File: src/rtl/draw_rect_img.sv
// draw_rect_img: overlays a RECT_W x RECT_H image from a synchronous ROM onto the VGA stream at a per-frame latched position
// Ports: clk/rst (sync, active-high); xpos/ypos rectangle origin; *_in timing stream and rgb_in background;
// rgb_address/rgb_pixel image ROM interface (data one cycle after address); frame_tick on vblnk rise;
// *_out stream delayed two cycles; rgb_out merged pixel.
// The final merge reads rgb_pixel straight from the ROM register, so the pixel lines up with the stage-2 stream.
module draw_rect_img #(
  parameter int          RECT_W  = 100,
  parameter int          RECT_H  = 100,
  parameter bit          KEY_EN  = 1'b1,
  parameter logic [11:0] KEY_RGB = 12'hF0F
) (
  input  logic        clk,
  input  logic        rst,
  input  logic [11:0] xpos,
  input  logic [11:0] ypos,
  input  logic [10:0] vcount_in,
  input  logic [10:0] hcount_in,
  input  logic        vsync_in,
  input  logic        hsync_in,
  input  logic        vblnk_in,
  input  logic        hblnk_in,
  input  logic [11:0] rgb_in,
  output logic [13:0] rgb_address,
  input  logic [11:0] rgb_pixel,
  output logic        frame_tick,
  output logic [10:0] vcount_out,
  output logic [10:0] hcount_out,
  output logic        vsync_out,
  output logic        hsync_out,
  output logic        vblnk_out,
  output logic        hblnk_out,
  output logic [11:0] rgb_out
);
  logic        vblnk_r, in_rect, in_rect_1, in_rect_2;
  logic [11:0] x_l, y_l, rgb_1, rgb_2;
  logic [12:0] h13, v13, x0, y0, x1, y1;
  logic [13:0] dx, dy, addr_next;
  logic [10:0] vc_1, hc_1;
  logic        vs_1, hs_1, vb_1, hb_1;
  logic        vb_rise;
  assign vb_rise = vblnk_in && !vblnk_r;
  // 13-bit bounds so a rectangle near the right/bottom edge clips instead of wrapping
  assign h13 = {2'b00, hcount_in};
  assign v13 = {2'b00, vcount_in};
  assign x0 = {1'b0, x_l};
  assign y0 = {1'b0, y_l};
  assign x1 = x0 + 13'(RECT_W);
  assign y1 = y0 + 13'(RECT_H);
  assign in_rect = h13 >= x0 && h13 < x1 && v13 >= y0 && v13 < y1 && !hblnk_in && !vblnk_in;
  assign dx = {1'b0, h13 - x0};
  assign dy = {1'b0, v13 - y0};
  assign addr_next = dy * 14'(RECT_W) + dx;
  always_ff @(posedge clk) begin
    if (rst) begin
      vblnk_r     <= 1'b0;
      frame_tick  <= 1'b0;
      x_l         <= '0;
      y_l         <= '0;
      rgb_address <= '0;
      in_rect_1   <= 1'b0;
      vc_1        <= '0;
      hc_1        <= '0;
      vs_1        <= 1'b0;
      hs_1        <= 1'b0;
      vb_1        <= 1'b0;
      hb_1        <= 1'b0;
      rgb_1       <= '0;
      in_rect_2   <= 1'b0;
      vcount_out  <= '0;
      hcount_out  <= '0;
      vsync_out   <= 1'b0;
      hsync_out   <= 1'b0;
      vblnk_out   <= 1'b0;
      hblnk_out   <= 1'b0;
      rgb_2       <= '0;
    end else begin
      vblnk_r     <= vblnk_in;
      frame_tick  <= vb_rise;
      x_l         <= vb_rise ? xpos : x_l;
      y_l         <= vb_rise ? ypos : y_l;
      rgb_address <= in_rect ? addr_next : rgb_address;
      in_rect_1   <= in_rect;
      vc_1        <= vcount_in;
      hc_1        <= hcount_in;
      vs_1        <= vsync_in;
      hs_1        <= hsync_in;
      vb_1        <= vblnk_in;
      hb_1        <= hblnk_in;
      rgb_1       <= rgb_in;
      in_rect_2   <= in_rect_1;
      vcount_out  <= vc_1;
      hcount_out  <= hc_1;
      vsync_out   <= vs_1;
      hsync_out   <= hs_1;
      vblnk_out   <= vb_1;
      hblnk_out   <= hb_1;
      rgb_2       <= rgb_1;
    end
  end
  always_comb begin
    rgb_out = (hblnk_out || vblnk_out) ? 12'h000 :
              (in_rect_2 && !(KEY_EN && rgb_pixel == KEY_RGB)) ? rgb_pixel : rgb_2;
  end
endmodule

File: config.mk
export PLATFORM = sky130hd
export DESIGN_NAME = draw_rect_img
export DESIGN_NICKNAME = d
export VERILOG_FILES = /design/src/rtl/draw_rect_img.sv
export SDC_FILE = /design/constraint.sdc
export NUM_CORES = 1
export LEC_CHECK = 0
export CAP_MARGIN = 20
export CORE_MARGIN = 4
export CORE_UTILIZATION = 54
export DETAILED_ROUTE_END_ITERATION = 10
export GPL_ROUTABILITY_DRIVEN = 0
export PLACE_DENSITY_LB_ADDON = 0.12
export SLEW_MARGIN = 20
export SYNTH_ARGS = -nofsm -noshare
export SYNTH_HDL_FRONTEND = slang
export SYNTH_SLANG_ARGS = --single-unit
File: constraint.sdc
create_clock -name clk -period 9 [get_ports clk]
set_input_delay 1.8 -clock clk [delete_from_list [all_inputs] [get_ports clk]]
set_output_delay 1.8 -clock clk [all_outputs]
set_load 0.1 [all_outputs]
==> implementation parameters <==
Parameter                              Value

Run status
  Outcome ... complete, no violations

Critical path
  CP Data Arrival Time ... 7460 ps
  Cell count of the worst reg-to-reg path ... 21
  Endpoint type of the worst setup path ... flop
  Setup crit start kind ... primary input
  Critical path, cell by cell ... clkdlybuf4s50_1, inv_1, ha_1, fa_1, nand2b_1, a21oi_1, a21o_1, a21oi_1, xnor2_1, ha_1, ha_1, inv_1, fa_1, inv_1, ha_1, nor3_1, nor2_1, ha_1, a21o_1, a21o_1, xnor3_1, mux2_2, a21oi_1
  Biggest fanout along the worst timing path ... 4
  Path length in cells of the critical path ... 23
  Cell seen most often among critical-path stages ... ha_1
  Start-to-end type of the worst setup path ... primary input to flop
  Required time worst endpoint ... 9330 ps
  Category of cells accounting for the largest share of critical-path delay ... adder cells
  Worst Path Buf+Inv ... 4
  Slowest Stage Delay on Critical Path ... 530 ps
  Standard cell with the maximum stage delay on the critical path ... fa_1

Clock tree
  CTS HTree Levels ... 4
  TritonCTS clock tree ... yes
  Total number of clock tree sinks ... 117
  Count of hold-fix buffers inserted at cts ... 0
  Post-CTS setup-driven buffer insertion count ... 0
  Clock Pin Slew Worst Setup and Hold Paths ... 50 ps
  Clock network latency to the later pin of the worst-skew pair ... 410 ps
  PostCTS Resize Cnt ... 0
  TritonCTS buffer count ... 17
  Buffer cell driving the clock tree root ... clkbuf_16
  Max clock buf depth ... 2

Drt
  First DRT Iteration DRCs ... 227
  Total wire length ... 15,400 um
  Vias ... 5,354
  Top Metal Used ... met4
  Met3 wire length ... 685 um
  Vias per cell ... 5.29
  DRC errors left ... 0
  Met1 layer wirelength in the final routing ... 6630 um
  First-pass DRT Iterations ... 5
  Remaining antenna violation count after routing ... 0
  Average routed wire per standard cell ... 15.2 um
  Metal2 WL ... 7860 um

Global route
  Largest net degree at the start of global routing ... 119
  Number of global-route vias before repair ... 5,520
  Number of antenna violations at the first check in global routing ... 0
  Wire length of the first global-routing pass ... 25,500 um
  GR Util All Layers ... 22.3%
  Total congestion overflow after global routing ... 0

Run
  Number of max-cap violations ... 0

Floorplanning
  Count of standard-cell rows ... 39
  Core box area ... 11,600 um2
  Starting density of the core ... 56.1%
  Die width ... 118 um
  Y dimension of the die ... 118 um
  Top-level port count ... 129
  Die Area ... 13,900 um2

Timing
  Slew at the pin with the worst max-slew slack ... 1000 ps
  Min Clock Period, post-route ... 7140 ps
  Final setup violation count ... 0
  Number of pins with negative max-slew slack in the final report ... 0
  Clock tree skew after final layout ... 15.7 ps
  Sum of negative setup slack ... 0 ps
  Count of final hold-check violations ... 0
  Unrepaired setup endpoints after global routing ... false
  Max_slew headroom ... 33.0%
  Period Utilization, post-route ... 79.3%
  Highest attainable clock frequency ... 0.140 GHz

Hold path
  Worst min-delay path category ... flop to flop
  Hold Path Cell Cnt ... 1

Final layout
  Filler cell count ... 898
  Sequential cell area ... 2340 um2
  Final core utilization ... 72.6%
  Footprint of the multi-input gates ... 3840 um2
  Post-layout nets ... 1,018
  Area delta synth->final ... 29.6%
  Layout cells sized above 1 ... 5.06%
  Most frequent cells in the layout ... 127 x clkdlybuf4s50_1, 117 x dfxtp_1, 83 x nor2b_1
  Commonest non-fill, non-tap cell in the layout ... clkdlybuf4s50_1
  Inserted Diodes ... 0

Yosys
  Most frequently used flop master after synthesis ... dfxtp_1
  Library cell with the largest summed area after synthesis ... dfxtp_1
  Warning count from the yosys run ... 0
  Number of synthesized flops with an enable pin ... 0
  Count of different cell masters after synthesis ... 54
  Post-synthesis net count ... 894
  Proportion of synthesized flip-flops having asynchronous set or reset ... 0%
  Cell types with the largest area share after synthesis ... dfxtp_1 36%, ha_1 15%, nor2b_1 8.0%, xnor2_1 5.0%, nand2_1 4.2%
  Number of storage elements in the synthesis netlist ... 117
  Fraction of post-synthesis cell area in the top cell type by area ... 36.0%
  Cell area after technology mapping ... 6510 um2
  Sequential element share of the synthesized area ... 36.0%
  Average cell area after synthesis ... 8.88 um2
  Cells after synthesis ... 733

Power and ir drop
  Pwr Density ... 269 nW/um2
  Worst vdd rail ir drop ... 0.000236 V
  Leakage component of the power ... 3.56 nW

Place
  Count of buffers inserted at the top-level ports ... 128
  Detailed Place HPWL ... 11,800 um
[registers in the layout, indices dropped and copies added, names as in the netlist, 11 cells and up]
| signal | flops |
|---|---|
| hcount_out | 11 |
| x_l | 12 |
| hc_1 | 11 |
| rgb_2 | 12 |
| vcount_out | 11 |
| y_l | 12 |
| vc_1 | 11 |
| rgb_1 | 12 |
| rgb_address | 14 |
[metrics by stage]
step | hold slack (ps) | total power [mW] | setup slack (ps) | area [um2] | instances
floorplan | 414 | 1.40 | 2450 | 6510 | 733
global placement | 416 | 1.59 | 1700 | 7870 | 981
detailed placement | 424 | 1.64 | 1460 | 7870 | 981
CTS | 436 | 2.28 | 1870 | 8420 | 1013
global route | 450 | 2.42 | 1550 | 8440 | 1013
finish | 432 | 2.27 | 1860 | 8440 | 1013
[worst paths after layout]
kind                 from              end  slack, ps
max          vcount_in[0]  rgb_address[13]       1860
min              rgb_1[8]         rgb_2[8]        430
max reg2reg        y_l[0]  rgb_address[13]       3480
min reg2reg      rgb_1[8]         rgb_2[8]        430
[metal layers]
metal  up-vias  GRT usage (%)
li1       2701              -
met4         0           7.18
met1      2489           25.9
met3        24           5.62
met5         -              0
met2       140           40.2
[where the power goes]
group | total [mW] | switching, mW | internal, mW
logic | 1.09 | 0.590 | 0.496
clock network | 0.625 | 0.238 | 0.387
registers | 0.558 | 0.0128 | 0.545
[area by class of cell]
| class | count | area share [%] |
|---|---|---|
| clock inverter | 11 | 1.22 |
| multi-input combinational | 531 | 45.6 |
| timing repair buffer | 129 | 15.3 |
| clock buffer | 21 | 5.34 |
| sequential | 117 | 27.8 |
| tap | 143 | 2.12 |
| inverter | 61 | 2.71 |
[cell families after synthesis]
group / Yosys count / share of synthesized area (%)
buffers and inverters: 85 / 5.21
AND/OR/NAND/NOR: 252 / 19.7
multiplexers: 21 / 3.27
AO/OA/AOI/OAI: 125 / 11.9
XOR/XNOR: 48 / 6.67
flip-flops: 117 / 36.0
adder cells (fa/ha/maj): 85 / 17.4
[Yosys cell counts (3+ instances only)]
cell type / instances
a211oi_1: 7
nand3_1: 8
clkbuf_1: 19
ha_1: 76
nor2b_1: 83
a21o_1: 12
inv_1: 61
dfxtp_1: 117
a21boi_0: 4
nand2_1: 72
nand4_1: 5
nor3_1: 7
o21bai_1: 3
nor2_1: 49
fa_1: 9
or2_2: 4
o21ai_0: 26
nand2b_1: 11
a21oi_1: 53
mux2i_1: 19
xnor2_1: 37
xor2_1: 10
Power figures use the tool's default switching activity.
